`config.mk`:
```
export PLATFORM = sky130hd
export DESIGN_NAME = imem_loader
export DESIGN_NICKNAME = d
export VERILOG_FILES = /design/src/rtl/imem_loader_pkg.sv /design/src/rtl/imem_regfile.sv /design/src/rtl/imem_loader.sv
export SDC_FILE = /design/constraint.sdc
export NUM_CORES = 1
export LEC_CHECK = 0
export ABC_AREA = 1
export CAP_MARGIN = 10
export CORE_MARGIN = 2
export CORE_UTILIZATION = 55
export DETAILED_ROUTE_END_ITERATION = 8
export GPL_ROUTABILITY_DRIVEN = 0
export PLACE_DENSITY_LB_ADDON = 0.2
export SYNTH_ARGS = -nofsm -noshare
export SYNTH_HDL_FRONTEND = slang
export SYNTH_HIERARCHICAL = 1
export SYNTH_SLANG_ARGS = --single-unit
```
`constraint.sdc`:
```
create_clock -name clk -period 9.1 [get_ports clk]
set_clock_uncertainty 0.1 [all_clocks]
set_input_delay 0.91 -clock clk [delete_from_list [all_inputs] [get_ports clk]]
set_output_delay 0.91 -clock clk [all_outputs]
set_load 0.05 [all_outputs]
```
`src/rtl/imem_loader_pkg.sv`:
```
// Shared constants, state encoding and helpers for the instruction-memory loader.
package imem_loader_pkg;

  localparam logic [3:0]  OP_HALT    = 4'b1111;
  localparam logic [15:0] NOP_WORD   = 16'h0000;
  localparam int unsigned IMEM_DEPTH = 16;
  localparam int unsigned IMEM_AW    = 4;
  localparam int unsigned IMEM_DW    = 16;
  localparam int unsigned CNT_W      = 5;

  typedef enum logic [2:0] {
    IDLE,
    HI,
    LO,
    FILL,
    DONE
  } state_t;

  function automatic logic is_halt(input logic [IMEM_DW-1:0] word);
    return word[IMEM_DW-1:IMEM_DW-4] == OP_HALT;
  endfunction

endpackage

```
`src/rtl/imem_regfile.sv`:
```
// 16x16 program store: one synchronous write port, one asynchronous read port, async clear.
module imem_regfile
  import imem_loader_pkg::*;
(
  input  logic               clk,
  input  logic               rst,
  input  logic               we,
  input  logic [IMEM_AW-1:0] waddr,
  input  logic [IMEM_DW-1:0] wdata,
  input  logic [IMEM_AW-1:0] raddr,
  output logic [IMEM_DW-1:0] rdata
);

  logic [IMEM_DW-1:0] mem [IMEM_DEPTH];

  always_ff @(posedge clk or posedge rst) begin
    if (rst) begin
      for (int i = 0; i < int'(IMEM_DEPTH); i++) begin
        mem[i] <= NOP_WORD;
      end
    end else if (we) begin
      mem[waddr] <= wdata;
    end
  end

  assign rdata = mem[raddr];

endmodule

```
`src/rtl/imem_loader.sv`:
```
// Loads a program byte-stream (high byte first) into instruction memory, padding
// with NOPs after a HALT word and holding the CPU off the fetch port while loading.
module imem_loader
  import imem_loader_pkg::*;
(
  input  logic               clk,
  input  logic               rst,
  input  logic               start,
  input  logic               in_valid,
  input  logic [7:0]         in_data,
  output logic               in_ready,
  input  logic [IMEM_AW-1:0] rd_addr,
  output logic [IMEM_DW-1:0] rd_data,
  output logic               busy,
  output logic               done,
  output logic               err,
  output logic [CNT_W-1:0]   load_count
);

  localparam logic [IMEM_AW-1:0] LAST_ADDR = IMEM_AW'(IMEM_DEPTH - 1);

  state_t             state;
  logic [IMEM_AW-1:0] waddr;
  logic [7:0]         hi;
  logic               xfer;
  logic [IMEM_DW-1:0] word;
  logic               we;
  logic [IMEM_DW-1:0] wdata;
  logic [IMEM_DW-1:0] mem_rdata;

  assign xfer = in_valid && in_ready;
  assign word = {hi, in_data};

  // Write port: the assembled word on a LO transfer, NOP padding in FILL.
  always_comb begin
    we    = 1'b0;
    wdata = NOP_WORD;
    if (state == LO && xfer) begin
      we    = 1'b1;
      wdata = word;
    end else if (state == FILL) begin
      we    = 1'b1;
    end
  end

  always_ff @(posedge clk or posedge rst) begin
    if (rst) begin
      state      <= IDLE;
      waddr      <= '0;
      hi         <= '0;
      load_count <= '0;
      err        <= 1'b0;
      done       <= 1'b0;
      busy       <= 1'b0;
      in_ready   <= 1'b0;
    end else begin
      case (state)
        IDLE, DONE: begin
          done <= 1'b0;
          if (start) begin
            state      <= HI;
            waddr      <= '0;
            load_count <= '0;
            err        <= 1'b0;
            busy       <= 1'b1;
            in_ready   <= 1'b1;
          end else begin
            state    <= IDLE;
            busy     <= 1'b0;
            in_ready <= 1'b0;
          end
        end
        HI: begin
          if (xfer) begin
            hi    <= in_data;
            state <= LO;
          end
        end
        LO: begin
          if (xfer) begin
            load_count <= load_count + CNT_W'(1);
            if (waddr == LAST_ADDR) begin
              state    <= DONE;
              err      <= !is_halt(word);
              done     <= 1'b1;
              busy     <= 1'b0;
              in_ready <= 1'b0;
            end else if (is_halt(word)) begin
              waddr    <= waddr + IMEM_AW'(1);
              state    <= FILL;
              in_ready <= 1'b0;
            end else begin
              waddr <= waddr + IMEM_AW'(1);
              state <= HI;
            end
          end
        end
        FILL: begin
          if (waddr == LAST_ADDR) begin
            state <= DONE;
            done  <= 1'b1;
            busy  <= 1'b0;
          end else begin
            waddr <= waddr + IMEM_AW'(1);
          end
        end
        default: begin
          state    <= IDLE;
          done     <= 1'b0;
          busy     <= 1'b0;
          in_ready <= 1'b0;
        end
      endcase
    end
  end

  imem_regfile u_regfile (
    .clk   (clk),
    .rst   (rst),
    .we    (we),
    .waddr (waddr),
    .wdata (wdata),
    .raddr (rd_addr),
    .rdata (mem_rdata)
  );

  // The CPU sees NOPs while a load is in progress.
  assign rd_data = busy ? NOP_WORD : mem_rdata;

endmodule

```
==> impl_metrics.py <==
metrics = {
    "grt": {
        "grt_pass1_vias": 11500,
        "grt.overflow.total": 0,
        "grt_start_max_net_pins": 106,
        "grtUsageTotal": 0.291,
        "grt_pass1_wl_um": 60900,
        "antenna_found_initial": 0,
    },
    "clock_network": {
        "root_buffer": "clkbuf_16",
        "post_cts_buffers": 0,
        "cts_sinks": 280,
        "clk_latency_ns": 0.56,
        "clk_pin_slew_ns": 0.06,
        "cts_tree": "built",
        "post_cts_resized": 0,
        "clockBufferDepth": 3,
        "cts_buffers": 30,
        "ctsHtreeMaxLevel": 1,
        "ctsHoldBuffers": 0,
    },
    "logic_synthesis": {
        "synth_edf_count": 0,
        "synth_seq_cells": 280,
        "ys_seq_area_frac": 0.504,
        "synth_area_leaders": "dfrtp_1 50%, nand2_1 18%, o21ai_0 9.2%, nand3_1 7.8%, inv_1 7.3%",
        "synth_nets": 1917,
        "netlist_area_mm2": 0.0139,
        "yosysTopAreaCell": "dfrtp_1",
        "synth_cell_types": 23,
        "syn_avg_cell_area_um2": 7.32,
        "syn_inst": 1899,
        "synth.most_common_cell": "nand2_1",
        "async_flop_share": 1.00,
        "yosys_most_used_dff": "dfrtp_1",
        "yosys-top-cells-count": "654 x nand2_1, 280 x dfrtp_1, 271 x inv_1, 255 x o21ai_0, 217 x nand3_1",
        "yosys.area.top_type_share": 0.504,
        "synth_warnings": 6,
    },
    "detailed_routing": {
        "vias": 12100,
        "wl_met2_um": 17000,
        "avgRoutedWirePerCell_um": 16.9,
        "wl_met1_um": 16600,
        "first_iter_violations": 1106,
        "routed.top_layer": "met4",
        "dr.pass1.iters": 5,
        "route.detailed.drc": 0,
        "via_per_inst": 5.43,
        "ant_nets": 0,
        "met3_wirelength_um": 2560,
        "routed_wl_um": 37500,
    },
    "cells_and_area": {
        "drive_gt1_frac": 0.0597,
        "nets": 1889,
        "antenna_cells": 0,
        "finalInstanceArea_mm2": 0.0154,
        "syn_to_final_growth_pct": 10.6,
    },
    "timing": {
        "fin_crit_sh": 0.568,
        "tns_ns": 0,
        "slew_headroom": 0.233,
        "final_max_slew_viol_count": 0,
        "period_needed_ns": 5.17,
        "hold_viol": 0,
        "worst_pin_slew_ns": 1.15,
        "fmax_mhz": 194,
        "rsz0062_at_grt": "no",
        "setup_viol": 0,
    },
    "worst_setup_path": {
        "crit_arrival_ns": 4.16,
        "crit_chain": "buf_4 > inv_4 > buf_4 > nand2_1 > nand2_1 > nand2_1 > nand3_1 > nand3_1 > nand2_1 > inv_1 > nor2_1 > clkdlybuf4s50_1",
        "end_kind": "primary output",
        "r2r-end": "u_regfile/mem[74]",
        "worstPathMaxFanout": 72,
        "cp_common_cell": "nand2_1",
        "rr_worst_depth": 7,
        "crit_type": "in2out",
        "crit_family": "buffers and inverters",
        "worst_ep_required_time_ns": 8.09,
        "cpPeakStageDelay_ns": 0.82,
        "crit_path_top_delay_cell": "clkdlybuf4s50_1",
        "reg2reg_from": "state[2]",
        "path_buf_inv": 5,
        "cp-start-kind": "primary input",
        "worst-r2r-setup-slack_ns": 5.74,
    },
    "floorplan": {
        "dieArea_mm2": 0.0266,
        "start_util": 0.556,
        "die_h_um": 163,
        "io_pins": 41,
        "rows": 58,
        "chipWidth_um": 163,
        "core-area_mm2": 0.0250,
    },
    "hold_path": {
        "min_delay_path_depth": 2,
        "hold_path_startpoint": "hi[3]",
        "whs_endpoint": "hi[3]",
        "hold_path_class": "reg2reg",
    },
    "pwr": {
        "pwr-share-clk": 0.369,
        "pwr-share-seq": 0.433,
        "p_per_area_mw_per_mm2": 212,
        "power.total_w": 0.00326,
        "p_sw_w": 0.00103,
        "power_frac_comb": 0.198,
        "switching_share": 0.317,
        "p_int_w": 0.00223,
        "power.leakage_nw": 7.31,
        "peakVddDrop_uv": 152,
    },
    "run": {
        "cap_violations": 0,
    },
    "placed_design": {
        "placed_area_mm2": 0.0144,
        "hpwl_um": 21500,
        "io_buffers": 40,
    },
    "status": {
        "status": "complete, no violations",
    },
}
## power by group through the flow
stage | Clock (W) | Sequential (W) | Combinational (W)
final | 0.00120 | 0.00141 | 0.000644
after global routing | 0.00128 | 0.00142 | 0.000711
after CTS | 0.00122 | 0.00141 | 0.000641
after detailed placement | 0 | 0.00143 | 0.000635
after global placement | 0 | 0.00143 | 0.000627
after floorplan | 0 | 0.00143 | 0.000449
## metal layers
metal,GRT usage,vias to the layer above
met4,0.104,0
met5,0,-
met2,0.465,419
met1,0.410,5787
li1,-,5782
met3,0.0411,88
## per-stage QoR
step | setup WS [ns] | utilization | hold WS [ns] | cells
3_5_place_dp | 3.99 | 0.575 | 0.368 | 2168
5_1_grt | 3.73 | 0.615 | 0.401 | 2223
4_1_cts | 3.98 | 0.614 | 0.383 | 2222
6_report | 3.93 | 0.615 | 0.382 | 2223
3_3_place_gp | 4.00 | 0.575 | 0.358 | 2168
2_1_floorplan | 1.05 | - | 0.353 | 1899
## placed cells by master, fill, tap and decap left out
| master | n |
|---|---|
| clkbuf_8 | 9 |
| nand2_2 | 2 |
| clkdlybuf4s50_1 | 38 |
| ha_1 | 2 |
| buf_4 | 20 |
| dfrtp_1 | 280 |
| buf_8 | 1 |
| clkbuf_16 | 30 |
| inv_4 | 1 |
| bufinv_16 | 1 |
| o21ai_2 | 8 |
| clkinv_2 | 2 |
| nand3_1 | 213 |
| inv_1 | 269 |
| nor3b_1 | 2 |
| buf_2 | 1 |
| nor2_2 | 13 |
| nor2_4 | 5 |
| nand2_1 | 654 |
| nor2_1 | 47 |
| nor3_2 | 3 |
| inv_8 | 1 |
| o21ai_0 | 255 |
| nand4_1 | 1 |
| clkinv_4 | 1 |
| a21oi_1 | 3 |
| clkbuf_1 | 10 |
| clkinv_8 | 1 |
| inv_2 | 7 |
| o21ai_1 | 6 |
| nand3_2 | 7 |
## registers in the layout, summed over array words and instances (netlist names)
| register | count |
|---|---|
| done | 1 |
| waddr | 4 |
| u_regfile/mem | 256 |
| busy | 1 |
| hi | 8 |
| state | 3 |
| err | 1 |
| in_ready | 1 |
| load_count | 5 |
## tightest hold or removal path, stage by stage (launching register included)
cell and delay [ns]:
dfrtp_1 0.34, nand2_1 0.06, o21ai_2 0.05
## cell type report
class	count	area (um2)
sequential	280	7010
inverter	278	1050
fill	2284	9650
timing repair buffer	60	551
multi-input combinational	1221	5390
clock inverter	5	65.1
clock buffer	49	912
tap	330	413
## cells by family (layout without fill, tap and decap cells)
| family | count (synthesis) | count (layout) | synth area share |
|---|---|---|---|
| compound gates | 272 | 272 | 0.100 |
| flops | 280 | 280 | 0.504 |
| buf+inv | 398 | 392 | 0.111 |
| fa+ha+maj | 2 | 2 | 0.00180 |
| simple gates | 947 | 947 | 0.284 |
## worst max-delay path by stage
| stage | start | end | cells past startpoint |
|---|---|---|---|
| 2_1_floorplan | rst | u_regfile/mem[0] | 1 |
| 3_3_place_gp | rd_addr[0] | rd_data[7] | 12 |
| 3_5_place_dp | rd_addr[0] | rd_data[7] | 12 |
| 4_1_cts | rd_addr[0] | rd_data[7] | 12 |
| 5_1_grt | rd_addr[0] | rd_data[1] | 12 |
| 6_report | rd_addr[0] | rd_data[7] | 12 |
Power figures use the tool's default switching activity.
==> patch 1 (same flow settings) <==
The package constant `IMEM_DEPTH` goes from 16 to 8.
--- a/src/rtl/imem_loader_pkg.sv
+++ b/src/rtl/imem_loader_pkg.sv
@@ -4,5 +4,5 @@
   localparam logic [3:0]  OP_HALT    = 4'b1111;
   localparam logic [15:0] NOP_WORD   = 16'h0000;
-  localparam int unsigned IMEM_DEPTH = 16;
+  localparam int unsigned IMEM_DEPTH = 8;
   localparam int unsigned IMEM_AW    = 4;
   localparam int unsigned IMEM_DW    = 16;
Formal check against the unedited RTL: not equivalent (a bounded check fails within 4 cycles, from zero or initial values and one cycle with rst high).
==> patch 1 against the unedited design <==
  * Critical path depth is 1 lower
  * Design area is 42% lower
  * Sequential cell count is 128 lower
  * Worst setup slack better by 0.23 ns
  * Total power is 37% lower
  * Routed wire length is 51% lower
  * Synthesized cell count is 42% lower
  * Synthesized area is 44% lower
  * Sequential share of layout area is 2.6 points lower
==> patch 1: results (changes against the unedited design) <==
Run status
  – Status: finished, final reports clean

GRT
  – Global-route track usage on met2: 41.6% (-4.8 points)
  – Total routing resource utilization after global routing: 26.0% (-3.2 points)
  – Via count of the first global-routing pass: 5949 (-48%)
  – GR met3 Demand/Resource: 5.25% (+1.1 points)
  – GR Layer Usage met1: 35.8% (-5.2 points)
  – Global-route wire length before repair: 29900 um (-51%)
  – Largest net degree at the start of global routing: 70 (-34%)

Logic synthesis
  – Leading cell types by count after synthesis: sky130_fd_sc_hd__nand2_1 (394), sky130_fd_sc_hd__inv_1 (199), sky130_fd_sc_hd__dfrtp_1 (152)
  – Average instance area after synthesis: 7.11 um^2 (-2.9%)
  – EDFF count, synth: 0 (unchanged)
  – Number of different library cells in the post-synthesis netlist: 25 (+8.7%)
  – Fraction of the yosys area taken by sequential cells: 49.0% (-1.4 points)
  – Ranking of synthesized cells by area: sky130_fd_sc_hd__dfrtp_1 (49%), sky130_fd_sc_hd__nand2_1 (19%), sky130_fd_sc_hd__inv_1 (9.6%), sky130_fd_sc_hd__o21ai_0 (6.6%), sky130_fd_sc_hd__nand3_1 (5.1%)
  – Number of nets in the synthesized netlist: 1110 (-42%)
  – Ys Warns: 6 (unchanged)

STA
  – Worst slew margin relative to its limit: 18.9% (-4.4 points)
  – Highest achievable clock rate: 203 MHz (+4.7%)

Final layout
  – Largest registers: u_regfile/mem: 128 flops, hi: 8 flops, load_count: 5 flops
  – Non-filler cells, final: 1300 (-42%)
  – Proportion of layout cells with a drive suffix above 1: 5.27% (-0.70 points)

Clock tree
  – Resized Gates After CTS: 0 (unchanged)
  – H-tree lvl count: 4 (+3)
  – Skew-Pair Late Insertion Delay: 0.42 ns (-0.14 ns)
  – Buffer depth of the longest clock path: 2 (-1)
  – Number of CTS-inserted buffers: 17 (-43%)

Power and ir drop
  – Internal power of the cells: 0.00139 W (-38%)
  – Leak: 4.39 nW (-40%)
  – Peak supply drop: 0.216 mV (+42%)

Critical path
  – Worst r2r path cells: 10 (+3)
  – CP Max Fanout: 65 (-9.7%)
  – R2R Setup Slk: 6.24 ns (+0.50 ns)
  – Worst reg2reg startpoint: state[0]$_DFFE_PP0P_
  – Worst reg2reg path endpoint: u_regfile/mem[113]$_DFFE_PP0P_

Routing
  – Sum of routed wire segments on met1: 8690 um (-48%)
  – Average wire per cell in the routed design: 14.2 um (-16%)
  – Via-per-instance ratio: 5.06 (-6.8%)
  – Number of detailed-route iterations in the first pass: 6 (+1)
  – Sum of met3 wire segment lengths after detailed routing: 953 um (-63%)
  – Met2 wire length: 8410 um (-50%)

Placed design
  – Number of buffers added on ports: 39 (-2.5%)
  – Detailed placement HPWL: 10500 um (-51%)
  – Placed cell areas: 8210 um^2 (-43%)
  – Placement-stage worst setup slack: 4.27 ns (+0.279 ns)
-- patch 1: worst min-delay path by stage --
stage                             startpoint                       endpoint  slack, ns  depth (start not counted)
2_1_floorplan   u_regfile/mem[0]$_DFFE_PP0P_   u_regfile/mem[0]$_DFFE_PP0P_       0.35                          2
3_3_place_gp                 err$_DFFE_PP0P_                err$_DFFE_PP0P_       0.36                          2
3_5_place_dp                 err$_DFFE_PP0P_                err$_DFFE_PP0P_       0.37                          2
4_1_cts                      err$_DFFE_PP0P_                err$_DFFE_PP0P_       0.38                          2
5_1_grt        u_regfile/mem[31]$_DFFE_PP0P_  u_regfile/mem[31]$_DFFE_PP0P_       0.40                          2
6_report                     err$_DFFE_PP0P_                err$_DFFE_PP0P_       0.37                          2
-- patch 1: area by class of cell --
cell class	instances	area [um^2]
clock buffer	22	484
clock inverter	8	168
tap	180	225
inverter	201	757
fill	1232	4960
sequential	152	3800
multi-input combinational	687	2960
timing repair buffer	50	468
-- patch 1: cells by family after synthesis --
group	share of synthesized area, %
and+or+nand+nor	27.7
buffers and inverters	13.0
DFF	49.0
AOI/OAI and AO/OA	9.58
xor gates and xnor gates	0.451
adders and majority gates	0.322
-- patch 1: through the flow --
step / util (%) / power, W
final: 64.1 / 0.00206
after global placement: 59.4 / 0.00127
after global routing: 64.1 / 0.00216
after CTS: 64.1 / 0.00207
after detailed placement: 59.4 / 0.00128
after floorplan: - / 0.00116
-- patch 1: power groups by stage --
stage / logic, W / registers, W / clock network (W)
5_1_grt: 0.000538 / 0.000807 / 0.000817
6_report: 0.000479 / 0.000799 / 0.000778
3_5_place_dp: 0.000476 / 0.000809 / 0
4_1_cts: 0.000480 / 0.000799 / 0.000788
2_1_floorplan: 0.000341 / 0.000814 / 0
3_3_place_gp: 0.000468 / 0.000806 / 0
==> patch 2 (same flow settings) <==
Made on the original files. Re-encode `state_t` (5 states) as one-hot, 5 bits wide.
--- a/src/rtl/imem_loader_pkg.sv
+++ b/src/rtl/imem_loader_pkg.sv
@@ -9,10 +9,10 @@
   localparam int unsigned CNT_W      = 5;
 
-  typedef enum logic [2:0] {
-    IDLE,
-    HI,
-    LO,
-    FILL,
-    DONE
+  typedef enum logic [4:0] {
+    IDLE = 5'b00001,
+    HI   = 5'b00010,
+    LO   = 5'b00100,
+    FILL = 5'b01000,
+    DONE = 5'b10000
   } state_t;
 
Check against the original RTL: same outputs for any inputs over 4 cycles, from zero or initial values and one cycle with rst high; so few cycles prove little.
==> patch 2 against the unedited design <==
  * Synthesized area barely moved
  * First-iteration DRC count rose by 17%
  * Routed wire length barely moved
  * Sequential cell count rose by 2
  * Maximum frequency rose by 1.7%
  * Worst setup slack improved by 0.086 ns
  * Count of clock-buffer cells in the layout fell by 8
  * Design area rose by 0.89%
  * Total power fell by 8.4%
  * Critical path type unchanged
  * Critical endpoint is now rd_data[6]
  * Largest cell class unchanged
==> patch 2: results (changes against the unedited design) <==
Worst hold path
  – End point of the worst hold path: u_regfile/mem[20]$_DFFE_PP0P_

Power and ir drop
  – Leak: 7.40 nW (+1.1%)
  – Portion of total power attributed to the clock network: 44.0% (+7.1 points)
  – Switching power of the nets: 0.000798 W (-23%)
  – Peak supply drop: 0.167 mV (+9.8%)
  – Post-layout total power: 0.00299 W (-8.4%)

Final layout
  – Total non-filler cell area in the finished layout: 15500 um^2 (+0.89%)
  – Non-clock inverter instance count of the final layout: 275 (-1.1%)
  – Total area of sequential cells: 7060 um^2 (+0.73%)
  – Final sequential cell count: 282 (+0.71%)
  – Proportion of layout cells with a drive suffix above 1: 6.05% (+0.085 points)
  – Share of cell area taken by multi-input logic gates: 34.5% (-0.50 points)
  – Comb_multi_in: 1209 (-0.98%)
  – Relative area of clock buffers and inverters in the final design: 6.84% (+0.49 points)

Placed design
  – Placed cell areas: 14500 um^2 (+0.47%)
  – Detailed placement HPWL: 21400 um (-0.49%)

STA
  – Tcrit/Tclk final: 55.8% (-0.94 points)

GRT
  – Via count of the first global-routing pass: 11.3k (-1.3%)
  – Global-route track usage on met2: 45.9% (-0.60 points)
  – Total routing resource utilization after global routing: 29.4% (+0.26 points)
  – Largest net degree at the start of global routing: 111 (+4.7%)
  – GR met3 Demand/Resource: 3.43% (-0.69 points)

Critical path
  – CP Max Fanout: 87 (+21%)
  – Worst r2r path cells: 10 (+3)

Run status
  – Status: finished, final reports clean

Logic synthesis
  – Fraction of the yosys area taken by sequential cells: 50.7% (+0.32 points)
  – Number of different library cells in the post-synthesis netlist: 31 (+35%)
  – Leading cell types by count after synthesis: sky130_fd_sc_hd__nand2_1 (635), sky130_fd_sc_hd__dfrtp_1 (281), sky130_fd_sc_hd__inv_1 (270)

Routing
  – Sum of met3 wire segment lengths after detailed routing: 2860 um (+12%)
  – Count of vias placed by the detailed router: 12.0k (-0.27%)
  – Sum of routed wire segments on met1: 16700 um (+0.16%)
-- patch 2: changes by cell type after synthesis, moves of 5 or more --
cell and delta:
sky130_fd_sc_hd__nand3_1 +9, sky130_fd_sc_hd__nand2_1 -19, sky130_fd_sc_hd__nand4_1 +6, sky130_fd_sc_hd__nor2_1 -18, sky130_fd_sc_hd__o21ai_1 +5, sky130_fd_sc_hd__o21ai_2 -8
sky130_fd_sc_hd__o21ai_0 +6
-- patch 2: logic make-up (layout without fill, tap and decap cells) --
| group | count (synthesis) | in the layout | share of synthesized area (%) |
|---|---|---|---|
| and+or+nand+nor | 927 | 927 | 28.0 |
| buffers and inverters | 395 | 392 | 11.0 |
| DFF | 282 | 282 | 50.7 |
| AOI/OAI and AO/OA | 279 | 279 | 10.1 |
| adders and majority gates | 2 | 2 | 0.180 |
| xor gates and xnor gates | 1 | 1 | 0.0629 |
